===== config.mk =====
export PLATFORM = sky130hd
export DESIGN_NAME = keypad_event_queue
export DESIGN_NICKNAME = d
export VERILOG_FILES = /design/src/rtl/keypad_pkg.sv /design/src/rtl/keypad_debounce.sv /design/src/rtl/keypad_event_queue.sv
export SDC_FILE = /design/constraint.sdc
export NUM_CORES = 1
export LEC_CHECK = 0
export CELL_PAD_IN_SITES_DETAIL_PLACEMENT = 2
export CELL_PAD_IN_SITES_GLOBAL_PLACEMENT = 2
export CORE_UTILIZATION = 41
export DETAILED_ROUTE_END_ITERATION = 12
export GPL_TIMING_DRIVEN = 0
export PLACE_DENSITY = 0.87
export SYNTH_ARGS = -nofsm -noshare
export SYNTH_HDL_FRONTEND = slang
export SYNTH_HIERARCHICAL = 1
export SYNTH_SLANG_ARGS = --single-unit

===== constraint.sdc =====
create_clock -name clk -period 8.1 [get_ports clk]
set_clock_uncertainty 0.1 [all_clocks]
set_input_delay 1.62 -clock clk [delete_from_list [all_inputs] [get_ports clk]]
set_output_delay 1.62 -clock clk [all_outputs]
set_load 0.05 [all_outputs]

===== src/rtl/keypad_pkg.sv =====
// Shared event type, sizing helpers and the lowest-set-bit encoder used by the
// keypad event queue.
package keypad_pkg;

    localparam int KP_MAX_KEYS  = 32;
    localparam int KP_IDX_MAX_W = 5;
    localparam int KP_DBC_W     = 4;
    localparam int KP_REP_W     = 8;

    typedef struct packed {
        logic [KP_IDX_MAX_W-1:0] idx;
        logic                    press;
    } keypad_evt_t;

    function automatic int kp_ptr_w(input int depth);
        return $clog2(depth);
    endfunction

    function automatic int kp_cnt_w(input int depth);
        return $clog2(depth) + 1;
    endfunction

    function automatic logic [KP_IDX_MAX_W-1:0] kp_lowest_set(input logic [KP_MAX_KEYS-1:0] vec);
        logic [KP_IDX_MAX_W-1:0] idx;
        idx = '0;
        for (int i = KP_MAX_KEYS - 1; i >= 0; i--) begin
            if (vec[i]) idx = KP_IDX_MAX_W'(i);
        end
        return idx;
    endfunction

endpackage


===== src/rtl/keypad_debounce.sv =====
// Single-key debouncer: the level flips after DEBOUNCE_TICKS consecutive
// differing samples; toggle pulses combinationally on the flipping edge.
module keypad_debounce
    import keypad_pkg::*;
#(
    parameter int DEBOUNCE_TICKS = 2
) (
    input  logic clk,
    input  logic reset,
    input  logic tick,
    input  logic raw,
    output logic level,
    output logic toggle
);

    logic [KP_DBC_W-1:0] r_cnt;
    logic                r_level;
    logic [KP_DBC_W-1:0] w_cnt_inc;

    assign w_cnt_inc = r_cnt + KP_DBC_W'(1);
    assign toggle    = tick && (raw != r_level) && (w_cnt_inc == KP_DBC_W'(DEBOUNCE_TICKS));
    assign level     = r_level;

    always_ff @(posedge clk) begin
        if (reset) begin
            r_cnt   <= '0;
            r_level <= 1'b0;
        end else if (tick) begin
            if (raw == r_level) begin
                r_cnt <= '0;
            end else if (toggle) begin
                r_level <= ~r_level;
                r_cnt   <= '0;
            end else begin
                r_cnt <= w_cnt_inc;
            end
        end
    end

endmodule


===== src/rtl/keypad_event_queue.sv =====
// Keypad front end: per-key debounce, pending-bit scanner and event FIFO.
// Optional auto-repeat is built when KEYPAD_AUTOREPEAT_EN is defined.
module keypad_event_queue
    import keypad_pkg::*;
#(
    parameter int NUM_KEYS       = 16,
    parameter int IDX_W          = 4,
    parameter int DEBOUNCE_TICKS = 2,
    parameter int FIFO_DEPTH     = 4
`ifdef KEYPAD_AUTOREPEAT_EN
    ,
    parameter int REPEAT_DELAY   = 30,
    parameter int REPEAT_RATE    = 6
`endif
) (
    input  logic                          clk,
    input  logic                          reset,
    input  logic                          tick,
    input  logic [NUM_KEYS-1:0]           keypad_matrix,
    input  logic                          flush,
    output logic [NUM_KEYS-1:0]           key_state,
    output logic                          any_pressed,
    output logic                          evt_valid,
    input  logic                          evt_ready,
    output logic [IDX_W-1:0]              evt_key,
    output logic                          evt_press,
    output logic [$clog2(FIFO_DEPTH):0]   evt_count
);

    localparam int PTR_W = kp_ptr_w(FIFO_DEPTH);
    localparam int CNT_W = kp_cnt_w(FIFO_DEPTH);

    logic [NUM_KEYS-1:0]     w_level;
    logic [NUM_KEYS-1:0]     w_toggle;
    logic [NUM_KEYS-1:0]     w_repeat;
    logic [NUM_KEYS-1:0]     w_push_mask;
    logic [NUM_KEYS-1:0]     r_pending;
    logic [KP_MAX_KEYS-1:0]  w_pend_ext;
    logic [KP_MAX_KEYS-1:0]  w_state_ext;
    logic [KP_IDX_MAX_W-1:0] w_sel;
    keypad_evt_t             r_mem [FIFO_DEPTH];
    keypad_evt_t             w_head;
    keypad_evt_t             w_push_evt;
    logic [PTR_W-1:0]        r_wr_ptr;
    logic [PTR_W-1:0]        r_rd_ptr;
    logic [CNT_W-1:0]        r_count;
    logic                    w_full;
    logic                    w_pop;
    logic                    w_push;

    generate
        for (genvar gi = 0; gi < NUM_KEYS; gi++) begin : g_dbc
            keypad_debounce #(.DEBOUNCE_TICKS(DEBOUNCE_TICKS)) u_dbc (
                .clk    (clk),
                .reset  (reset),
                .tick   (tick),
                .raw    (keypad_matrix[gi]),
                .level  (w_level[gi]),
                .toggle (w_toggle[gi])
            );
        end
    endgenerate

`ifdef KEYPAD_AUTOREPEAT_EN
    // Countdown to the next repeat; loaded with the initial delay on the press edge.
    generate
        for (genvar gi = 0; gi < NUM_KEYS; gi++) begin : g_rep
            logic [KP_REP_W-1:0] r_rep;
            assign w_repeat[gi] = tick && w_level[gi] && !w_toggle[gi] && (r_rep == KP_REP_W'(1));
            always_ff @(posedge clk) begin
                if (reset) begin
                    r_rep <= '0;
                end else if (tick) begin
                    if (w_toggle[gi])
                        r_rep <= w_level[gi] ? '0 : KP_REP_W'(REPEAT_DELAY);
                    else if (w_repeat[gi])
                        r_rep <= KP_REP_W'(REPEAT_RATE);
                    else if (w_level[gi] && r_rep != '0)
                        r_rep <= r_rep - KP_REP_W'(1);
                end
            end
        end
    endgenerate
`else
    assign w_repeat = '0;
`endif

    always_comb begin
        w_pend_ext                 = '0;
        w_pend_ext[NUM_KEYS-1:0]   = r_pending;
        w_state_ext                = '0;
        w_state_ext[NUM_KEYS-1:0]  = w_level;
    end

    assign w_sel       = kp_lowest_set(w_pend_ext);
    assign w_head      = r_mem[r_rd_ptr];
    assign w_full      = (r_count == CNT_W'(FIFO_DEPTH));
    assign w_pop       = evt_valid && evt_ready;
    assign w_push      = (|r_pending) && (!w_full || w_pop);
    assign w_push_evt  = '{idx: w_sel, press: w_state_ext[w_sel]};
    assign w_push_mask = w_push ? NUM_KEYS'({{(KP_MAX_KEYS-1){1'b0}}, 1'b1} << w_sel) : '0;

    // Flush discards queued and pending events but keeps anything raised on this edge.
    always_ff @(posedge clk) begin
        if (reset) begin
            r_pending <= '0;
            r_wr_ptr  <= '0;
            r_rd_ptr  <= '0;
            r_count   <= '0;
        end else if (flush) begin
            r_pending <= w_toggle | w_repeat;
            r_wr_ptr  <= '0;
            r_rd_ptr  <= '0;
            r_count   <= '0;
        end else begin
            r_pending <= ((r_pending & ~w_push_mask) ^ w_toggle) | w_repeat;
            if (w_push) r_wr_ptr <= r_wr_ptr + PTR_W'(1);
            if (w_pop)  r_rd_ptr <= r_rd_ptr + PTR_W'(1);
            case ({w_push, w_pop})
                2'b10:   r_count <= r_count + CNT_W'(1);
                2'b01:   r_count <= r_count - CNT_W'(1);
                default: r_count <= r_count;
            endcase
        end
    end

    always_ff @(posedge clk) begin
        if (w_push) r_mem[r_wr_ptr] <= w_push_evt;
    end

    assign key_state   = w_level;
    assign any_pressed = |w_level;
    assign evt_valid   = (r_count != '0);
    assign evt_key     = IDX_W'(w_head.idx);
    assign evt_press   = w_head.press;
    assign evt_count   = r_count;

endmodule

==> key figures, run 1 <==
GRT
  – Initial antenna violation count: 0
  – GRT Util Overall: 27.8%
  – Largest net degree at the start of global routing: 69
  – Vias in the first global route: 7677
  – Total overflow reported by the global router: 0
  – First-pass GRT wire length: 42900 microns

Detailed routing
  – DRT antenna net count: 0
  – Final Routed Wirelength: 26100 microns
  – Routed WL per cell: 22.3 microns
  – Vias/cell: 6.05
  – Starting DRT DRC Count: 323
  – DR vias: 7089
  – 1st-pass router iterations: 5
  – Drc violations: 0

CTS
  – CTS Buf Count: 17
  – H-tree levels: 4
  – Clock sinks: 125
  – Post-CTS setup buffers: 0
  – CTS tree: done
  – Clock latency on the worst-skew pair: 0.43 ns
  – Clock Path Buffers: 2
  – Reg clk slew, reported paths: 0.06 ns
  – Post-CTS resize count: 0
  – Post-CTS Hold Fix Bufs: 0
  – Clock root buffer: clkbuf_16

Min path
  – Hold Startpoint: r_rd_ptr[1]$_SDFFE_PP0P_
  – Hold Crit Endpoint: r_rd_ptr[1]$_SDFFE_PP0P_
  – Class of the worst hold path: reg2reg
  – Hold depth: 2

Synth
  – Post-synthesis sequential area ratio: 34.3%
  – Syn Area/Cell: 9.17 sq um
  – Main synth FF type: dfxtp_1
  – Main area contributors after synthesis: dfxtp_1, edfxtp_1, ha_1
  – Cells after Synth: 860
  – Synth cell types: 67
  – Post-Syn Nets: 919
  – Post-synth EDFFs: 20
  – Largest area contributor in the synthesized netlist: dfxtp_1
  – Ys Warns: 6
  – Register bit total from synthesis: 125
  – Ys async rst share: 0%
  – Synthesized cell area: 7890 sq um
  – Yosys top cell area share: 26.7%

Floorplan
  – Die Ht: 141 microns
  – IO Count: 47
  – FP Rows: 50
  – Initial Util: 42.0%
  – Die area: 19800 sq um
  – DIE WIDTH: 141 microns
  – Core ar.: 18800 sq um

Layout
  – NumNets Final: 984
  – Fraction of layout cells with a size suffix above 1: 13.9%
  – # diodes: 0
  – Final instance area: 9290 sq um
  – Commonest non-fill, non-tap cell in the layout: nor2_1
  – Commonest non-fill, non-tap cells in the layout: nor2_1, dfxtp_1, a21oi_1
  – Area Growth Syn to Fin: 17.8%

Critical path
  – Cell depth of the worst flop-to-flop path: 10
  – Critical path class: in2reg
  – R2r endpoint: evt_count[2]$_SDFFE_PP0P_
  – Cells along the critical path: clkdlybuf4s50_1, nor4b_2, a31oi_1, inv_1, ha_1, inv_1, fa_1, xor2_1, or3_1, a21oi_1
  – Crit path DAT: 4.61 ns
  – Crit path required time: 8.36 ns
  – Worst-path maximum fanout: 7
  – Reg-to-reg slack, setup: 4.91 ns
  – Reg2Reg Launch Point: r_pending[15]$_SDFF_PP0_
  – Max incr delay on CP: 0.74 ns
  – Startpoint type of the worst setup path: primary input
  – CP dominant cell by count: inv_1
  – Crit-path slowest cell: nor4b_2
  – Crit path max-delay family: simple AND/OR/NAND/NOR gates
  – Crit. End Element: register
  – Worst Path Buf+Inv: 3

Pwr
  – Worst-case vdd ir drop: 0.158 mV
  – Tot Pwr: 0.00182 W
  – LEAKAGE: 3.35 nW
  – Pwr/cell area: 196 nW/um^2

Timing
  – Final Hold Viols: 0
  – Worst slew pin tran: 0.851 ns
  – Final Max Slew Viols: 0
  – Max-Slew Margin vs Limit: 43.1%
  – Final period util: 53.6%
  – Fin Setup TNS: 0 ns
  – Max Clk Rate: 0.230 GHz
  – Final setup vio count: 0
  – RSZ-0062 raised after global routing: false
  – Final min period: 4.34 ns

Job
  – Max Cap Viol: 0

Place
  – Post-detail-place hpwl: 16500 microns
  – Routability cong.: 0.789
  – Port-buffer cells: 45
  – Placed cell areas: 8660 sq um

Outcome
  – Status: complete, no violations
-- cell type report --
cell class	count	area, sq um
sequential	125	2700
fill	1979	9480
tap	234	293
multi-input combinational	665	4890
clock buffer	18	439
buffer	23	118
timing repair buffer	46	475
clock inverter	14	193
inverter	47	184
-- flip-flops by register name, indices dropped and copies added, names as in the netlist, named ones only --
register	flops
r_rd_ptr	2
r_pending	16
evt_count	3
r_wr_ptr	2
g_dbc.u_dbc/r_cnt	64
g_dbc.u_dbc/level	16
r_mem	20
-- worst reg2reg max path, stage by stage, from the launching register on --
cell and delay (ns):
dfxtp_1 0.34, or4_1 0.56, nor2b_1 0.34, a31oi_1 0.34
inv_1 0.15, ha_1 0.19, inv_1 0.07, fa_1 0.41
xor2_1 0.17, or3_1 0.31, a21oi_1 0.14
-- power breakdown --
group	switching [W]	total [W]	internal, W	leakage (nW)
Clock	0.000314	0.000838	0.000523	0.302
Combinational	0.000189	0.000298	0.000110	2.01
Sequential	0.0000305	0.000688	0.000657	1.04
Total	0.000534	0.00182	0.00129	3.35
-- cells by family (layout without fill, tap and decap cells) --
kind of cell	after synthesis	in the layout	synth area share [%]
compound gates	170	170	15.0
simple gates	379	379	30.7
fa+ha+maj	38	38	6.12
flops	125	125	34.3
buf+inv	70	148	3.82
xor+xnor	37	37	4.11
mux	41	41	6.03
-- per-layer routing --
metal | vias to the layer above | routed length [microns] | track usage [%]
li1 | 3300 | - | -
met1 | 3606 | 11100 | 32.7
met2 | 138 | 13400 | 49.3
met3 | 45 | 784 | 4.14
met4 | 0 | 768 | 13.7
met5 | - | 0 | 0
-- synthesized netlist by cell type, drive strengths merged, types with 20 or more instances --
cell / n
ha: 37
and4bb: 32
mux2i: 34
nor2: 114
clkbuf: 20
or2b: 32
and2: 21
inv: 45
nand2: 41
dfxtp: 105
o32ai: 32
a21oi: 56
nand3: 34
xnor2: 21
edfxtp: 20
o21ai: 52
-- per-stage QoR --
step | instances | util (%) | worst slack (ns) | hold WS (ns)
final | 1172 | 49.5 | 3.76 | 0.430
after global routing | 1172 | 49.5 | 3.63 | 0.464
after CTS | 1172 | 49.5 | 3.80 | 0.435
after detailed placement | 1140 | 46.1 | 3.39 | 0.424
after global placement | 1139 | 46.0 | 1.89 | 0.416
after floorplan | 860 | - | 4.24 | 0.385
-- worst max-delay path by stage --
stage               from                         to  slack (ns)  cells past startpoint
2_1_floorplan  evt_ready  evt_count[2]$_SDFFE_PP0P_        4.24                      9
3_3_place_gp       reset                   register        1.89                      5
3_5_place_dp   evt_ready  evt_count[2]$_SDFFE_PP0P_        3.39                     10
4_1_cts        evt_ready  evt_count[2]$_SDFFE_PP0P_        3.80                     10
5_1_grt        evt_ready  evt_count[2]$_SDFFE_PP0P_        3.63                     10
6_report       evt_ready  evt_count[2]$_SDFFE_PP0P_        3.76                     10
No activity file was read; power rests on OpenSTA's default activity.
==> run 2, diff against run 1 <==
Settings changed: CORE_UTILIZATION 41 to 35, PLACE_DENSITY 0.87 to 0.79.
Clock period 8.1 ns to 3.7 ns, I/O delays scaled along.
==> run 2 against run 1 <==
The flow now finishes with violations (design-rule violations). Worst hold slack better by 0.0041 ns. Non-clock buffer count unchanged. Total power up 120%. Count of clock-buffer cells in the layout down 1. Routed wire length down 13%. Clock power up 120%. Combinational power up 110%. Design area up 0.62%. Flip-flop and latch count unchanged. Largest power group unchanged.
==> key figures, run 2 (same netlist as run 1, synthesis figures left out) <==
CTS
  – Reg clk slew, reported paths: 0.06 ns (about the same)
  – Clock Path Buffers: 2 (unchanged)
  – H-tree levels: 4 (unchanged)
  – Post-CTS resize count: 0 (unchanged)
  – CTS Buf Count: 17 (unchanged)
  – Clock sinks: 125 (unchanged)
  – CTS tree: done
  – Clock latency on the worst-skew pair: 0.43 ns (about the same)
  – Clock root buffer: clkbuf_16
  – Post-CTS setup buffers: 0 (unchanged)
  – Post-CTS Hold Fix Bufs: 0 (unchanged)

Critical path
  – Startpoint type of the worst setup path: primary input
  – Crit path DAT: 3.67 ns (-0.94 ns)
  – Crit path required time: 3.96 ns (-4.40 ns)
  – Crit. End Element: register
  – Reg-to-reg slack, setup: 0.54 ns (-4.37 ns)
  – Cell depth of the worst flop-to-flop path: 10 (unchanged)
  – Worst-path maximum fanout: 7 (unchanged)
  – Critical path class: in2reg

Pwr
  – Comb pwr share: 15.9% (-0.5 points)
  – Flop pwr share: 38.0% (+0.3 points)
  – Psw: 0.00114 W (+110%)
  – Worst-case vdd ir drop: 0.270 mV (+71%)
  – Tot Pwr: 0.00395 W (+120%)
  – LEAKAGE: 3.36 nW (+0.11%)
  – Pwr/cell area: 423 nW/um^2 (+120%)
  – Switching Fraction: 28.8% (-0.51 points)
  – Pint: 0.00282 W (+120%)
  – Clock power share: 46.1% (+0.2 points)

Place
  – Port-buffer cells: 45 (unchanged)
  – Routability cong.: 0.786 (-0.43%)
  – Post-detail-place hpwl: 15700 microns (-4.8%)
  – Placed cell areas: 8720 sq um (+0.66%)

GRT
  – Met3 GRT Util: 3.37% (-0.78 points)
  – First-pass GRT wire length: 38400 microns (-11%)
  – Busiest grt layer: met2
  – Grt met1 use: 25.2% (-7.5 points)
  – Vias in the first global route: 7287 (-5.1%)
  – GRT Util Overall: 20.7% (-7.1 points)
  – Total overflow reported by the global router: 0 (unchanged)
  – Initial antenna violation count: 0 (unchanged)
  – Largest net degree at the start of global routing: 96 (+39%)
  – Met2 track demand over resource: 36.3% (-13 points)

Floorplan
  – FP Rows: 54 (+8.0%)
  – IO Count: 47 (unchanged)
  – Die Ht: 152 microns (+8.1%)
  – Die area: 23100 sq um (+17%)
  – Core ar.: 22000 sq um (+17%)
  – Initial Util: 35.9% (-6.1 points)
  – DIE WIDTH: 152 microns (+8.1%)

Layout
  – Area Growth Syn to Fin: 18.6%
  – Number of flip-flops in the largest register: 64 (unchanged)
  – Fraction of layout cells with a size suffix above 1: 13.9% (unchanged)
  – NumNets Final: 984 (unchanged)
  – Commonest non-fill, non-tap cells in the layout: nor2_1, dfxtp_1, a21oi_1
  – Final instance area: 9350 sq um (+0.62%)
  – # diodes: 0 (unchanged)
  – Commonest non-fill, non-tap cell in the layout: nor2_1
  – Biggest register: g_dbc.u_dbc/r_cnt
  – Top flop regs: g_dbc.u_dbc/r_cnt (64), r_mem (20)

Timing
  – Max-Slew Margin vs Limit: 42.1% (-0.95 points)
  – Fin Setup TNS: 0 ns (unchanged)
  – Final period util: 92.2%
  – Final Hold Viols: 0 (unchanged)
  – Final Max Slew Viols: 0 (unchanged)
  – Final min period: 3.41 ns
  – RSZ-0062 raised after global routing: false
  – Max Clk Rate: 0.293 GHz
  – Worst slew pin tran: 0.866 ns (+0.0143 ns)
  – Final setup vio count: 0 (unchanged)

Detailed routing
  – DRT antenna net count: 0 (unchanged)
  – Vias/cell: 5.57 (-8.0%)
  – Routed WL per cell: 18.6 microns (-16%)
  – Drc violations: 8 (+8)
  – Starting DRT DRC Count: 185 (-43%)
  – 1st-pass router iterations: 8 (+3)
  – Final Routed Wirelength: 22700 microns (-13%)
  – DR vias: 6781 (-4.3%)

Outcome
  – Status: finished with violations
  – Failing checks: design-rule violations

Job
  – Max Cap Viol: 0 (unchanged)

Min path
  – Hold depth: 2 (unchanged)
  – Class of the worst hold path: reg2reg
==> run 2: critical path, cell delays in order <==
cell and delay (ns):
clkdlybuf4s50_1 0.45, nor4b_2 0.74, a31oi_1 0.33, inv_1 0.14, ha_1 0.21, inv_1 0.07
fa_1 0.38, xor2_1 0.16, or3_1 0.30, a21oi_1 0.14
==> run 2: layout make-up <==
type	instances	area, sq um
plain buffers	23	118
flip-flops and latches	125	2700
repair buffers	46	475
clock inverters	15	206
inverters	47	184
fillers	2380	12600
well taps	280	350
clock buffers	17	425
multi-input cells	665	4890
==> run 2: path summary, 6_finish.rpt <==
path	startpoint	to
max	evt_ready	evt_count[2]$_SDFFE_PP0P_
min	evt_count[2]$_SDFFE_PP0P_	evt_count[2]$_SDFFE_PP0P_
max reg2reg	r_pending[13]$_SDFF_PP0_	evt_count[2]$_SDFFE_PP0P_
min reg2reg	evt_count[2]$_SDFFE_PP0P_	evt_count[2]$_SDFFE_PP0P_
==> run 2: power groups by stage <==
stage | Sequential, W | Combinational, W | Clock, W
5_1_grt | 0.00151 | 0.000688 | 0.00193
2_1_floorplan | 0.00153 | 0.000401 | 0
6_report | 0.00150 | 0.000627 | 0.00182
4_1_cts | 0.00150 | 0.000635 | 0.00188
3_3_place_gp | 0.00153 | 0.000597 | 0
3_5_place_dp | 0.00153 | 0.000623 | 0
==> run 2: per-stage QoR <==
stage               instances  setup WS (ns)  util, %  hold slack (ns)
floorplan                 860          0.724        -            0.385
global placement         1185          -1.63     39.6            0.414
detailed placement       1186         -0.169     39.7            0.438
CTS                      1218          0.235     42.6            0.447
global route             1218         0.0677     42.6            0.478
finish                   1218          0.290     42.6            0.435
==> run 2: per-layer routing <==
metal | vias up | part of all wire [%]
li1 | 3303 | -
met1 | 3365 | 46
met5 | - | 0
met2 | 83 | 50
met3 | 30 | 2.1
met4 | 0 | 2.2
==> run 3, diff against run 2 <==
Settings changed: RECOVER_POWER set to 50.
==> run 3 against run 2 <==
The run ends with design-rule violations, max-capacitance violations, max-slew violations left. Combinational power down 3%. Non-clock buffer count unchanged. First-iteration DRC count down 3.2%. Worst setup slack worse by 0.013 ns. Critical path depth down 3. Sequential power about the same. Via count down 0.21%. Routed wire length up 0.23%. Clock power about the same. Global-route usage unchanged. Register-to-register slack worse by 0.26 ns. Critical path type is now reg2reg.
==> key figures, run 3 (same netlist as run 1, synthesis figures left out) <==
Outcome
  – Status: finished with violations
  – Failing checks: design-rule violations, max-capacitance violations, max-slew violations

Place
  – Post-detail-place hpwl: 15700 microns (unchanged)
  – Port-buffer cells: 45 (unchanged)
  – Placed cell areas: 8720 sq um (unchanged)
  – Routability cong.: 0.786 (unchanged)
  – DP Worst Slack: -0.169 ns (unchanged)

Critical path
  – Startpoint type of the worst setup path: register
  – Crit path required time: 3.74 ns (-0.22 ns)
  – Worst-path maximum fanout: 13 (+6)
  – Reg-to-reg slack, setup: 0.28 ns (-0.26 ns)
  – Crit. End Element: register
  – Critical path class: reg2reg
  – Crit path DAT: 3.46 ns (-0.21 ns)
  – Cell depth of the worst flop-to-flop path: 7 (-3)

Pwr
  – LEAKAGE: 3.33 nW (-0.84%)
  – Tot Pwr: 0.00394 W (-0.42%)
  – Pint: 0.00280 W (-0.42%)
  – Flop pwr share: 38.2% (+0.2 points)
  – Clock power share: 46.3% (+0.2 points)
  – Pwr/cell area: 424 nW/um^2 (+0.20%)
  – Psw: 0.00113 W (-0.40%)
  – Worst-case vdd ir drop: 0.268 mV (-0.48%)
  – Comb pwr share: 15.5% (-0.4 points)
  – Switching Fraction: 28.8% (about the same)

Detailed routing
  – Drc violations: 9 (+1)
  – Vias/cell: 5.56 (-0.21%)
  – DR vias: 6767 (-0.21%)
  – Starting DRT DRC Count: 179 (-3.2%)
  – Final Routed Wirelength: 22700 microns (+0.23%)
  – 1st-pass router iterations: 8 (unchanged)
  – Routed WL per cell: 18.7 microns (+0.23%)
  – DRT antenna net count: 0 (unchanged)

GRT
  – Total overflow reported by the global router: 0 (unchanged)
  – Largest net degree at the start of global routing: 96 (unchanged)
  – First-pass GRT wire length: 38400 microns (unchanged)
  – Initial antenna violation count: 0 (unchanged)
  – GRT Util Overall: 20.7% (unchanged)
  – Vias in the first global route: 7287 (unchanged)

Layout
  – NumNets Final: 984 (unchanged)
  – Fillers: 2384 (+0.17%)
  – Number of flip-flops in the largest register: 64 (unchanged)
  – Fraction of layout cells with a size suffix above 1: 13.1% (-0.75 points)
  – Commonest non-fill, non-tap cell in the layout: nor2_1
  – # diodes: 0 (unchanged)
  – Commonest non-fill, non-tap cells in the layout: nor2_1, dfxtp_1, a21oi_1
  – Register area: 2700 sq um (unchanged)
  – Final instance area: 9290 sq um (-0.62%)
  – Biggest register: g_dbc.u_dbc/r_cnt
  – Area Growth Syn to Fin: 17.8%
  – Top flop regs: g_dbc.u_dbc/r_cnt (64), r_mem (20)
  – Fin util: 42.3% (-0.26 points)
  – Multi-input gate area: 4840 sq um (-0.95%)

Min path
  – Class of the worst hold path: reg2reg
  – Hold depth: 2 (unchanged)

Floorplan
  – Initial Util: 35.9% (unchanged)
  – FP Rows: 54 (unchanged)
  – Core ar.: 22000 sq um (unchanged)
  – Die area: 23100 sq um (unchanged)
  – Die Ht: 152 microns (unchanged)
  – DIE WIDTH: 152 microns (unchanged)
  – IO Count: 47 (unchanged)

Timing
  – Fin Setup TNS: 0 ns (unchanged)
  – Final min period: 3.42 ns (+0.0126 ns)
  – Final worst slack: 0.277 ns (-0.0126 ns)
  – Max-Slew Margin vs Limit: -10.2% (-52 points)
  – Final Hold Viols: 0 (unchanged)
  – RSZ-0062 raised after global routing: false
  – Max Clk Rate: 0.292 GHz (-0.37%)
  – Final Max Slew Viols: 11 (+11)
  – Final setup vio count: 0 (unchanged)
  – Final period util: 92.5% (+0.34 points)
  – Worst slew pin tran: 1.63 ns (+0.761 ns)

CTS
  – CTS tree: done
  – Clock root buffer: clkbuf_16
  – Clock latency on the worst-skew pair: 0.43 ns (about the same)
  – Clock sinks: 125 (unchanged)
  – Clock Path Buffers: 2 (unchanged)
  – H-tree levels: 4 (unchanged)
  – Post-CTS resize count: 0 (unchanged)
  – Post-CTS setup buffers: 0 (unchanged)
  – CTS Buf Count: 17 (unchanged)
  – Post-CTS Hold Fix Bufs: 0 (unchanged)
  – Reg clk slew, reported paths: 0.06 ns (about the same)

Job
  – Max Cap Viol: 1 (+1)
-- run 3: layout make-up --
cell class / instances / share of cell area [%]
inverters: 47 / 1.94
plain buffers: 23 / 1.18
well taps: 280 / 3.77
flip-flops and latches: 125 / 29.1
multi-input cells: 665 / 52.1
repair buffers: 46 / 5.12
clock inverters: 15 / 2.22
clock buffers: 17 / 4.58
-- run 3: metrics by stage --
step	hold slack, ns	instances
after global routing	0.478	1218
final	0.435	1218
after global placement	0.414	1185
after floorplan	0.385	860
after detailed placement	0.438	1186
after CTS	0.447	1218
-- run 3: routing by layer --
metal,wire length (microns),share of wire (%),global-route usage (%),vias to the layer above
li1,-,-,-,3301
met1,10300,45,25.2,3353
met2,11400,50,36.3,81
met3,514,2.3,3.37,32
met4,509,2.2,8.02,0
met5,0,0,0,-
-- run 3: power by group through the flow --
stage / Clock (W) / Combinational [W] / Sequential [W]
floorplan: 0 / 0.000401 / 0.00153
global placement: 0 / 0.000597 / 0.00153
detailed placement: 0 / 0.000623 / 0.00153
CTS: 0.00188 / 0.000635 / 0.00150
global route: 0.00193 / 0.000670 / 0.00151
finish: 0.00182 / 0.000611 / 0.00150
-- run 3: worst max-delay path, stage by stage, from the launching register on --
cell and delay [ns]:
dfxtp_1 0.46, nor2_2 0.06, o311ai_1 1.28, inv_4 0.08
clkbuf_1 0.41, a211oi_1 0.31, a21oi_1 0.09, o22a_1 0.33
-- run 3: worst paths after layout --
check	startpoint	endpoint
setup / recovery	r_pending[5]$_SDFF_PP0_	r_mem[2][0]$_DFFE_PP_
hold / removal	evt_count[2]$_SDFFE_PP0P_	evt_count[2]$_SDFFE_PP0P_
setup reg to reg	r_pending[5]$_SDFF_PP0_	r_mem[2][0]$_DFFE_PP_
hold reg to reg	evt_count[2]$_SDFFE_PP0P_	evt_count[2]$_SDFFE_PP0P_
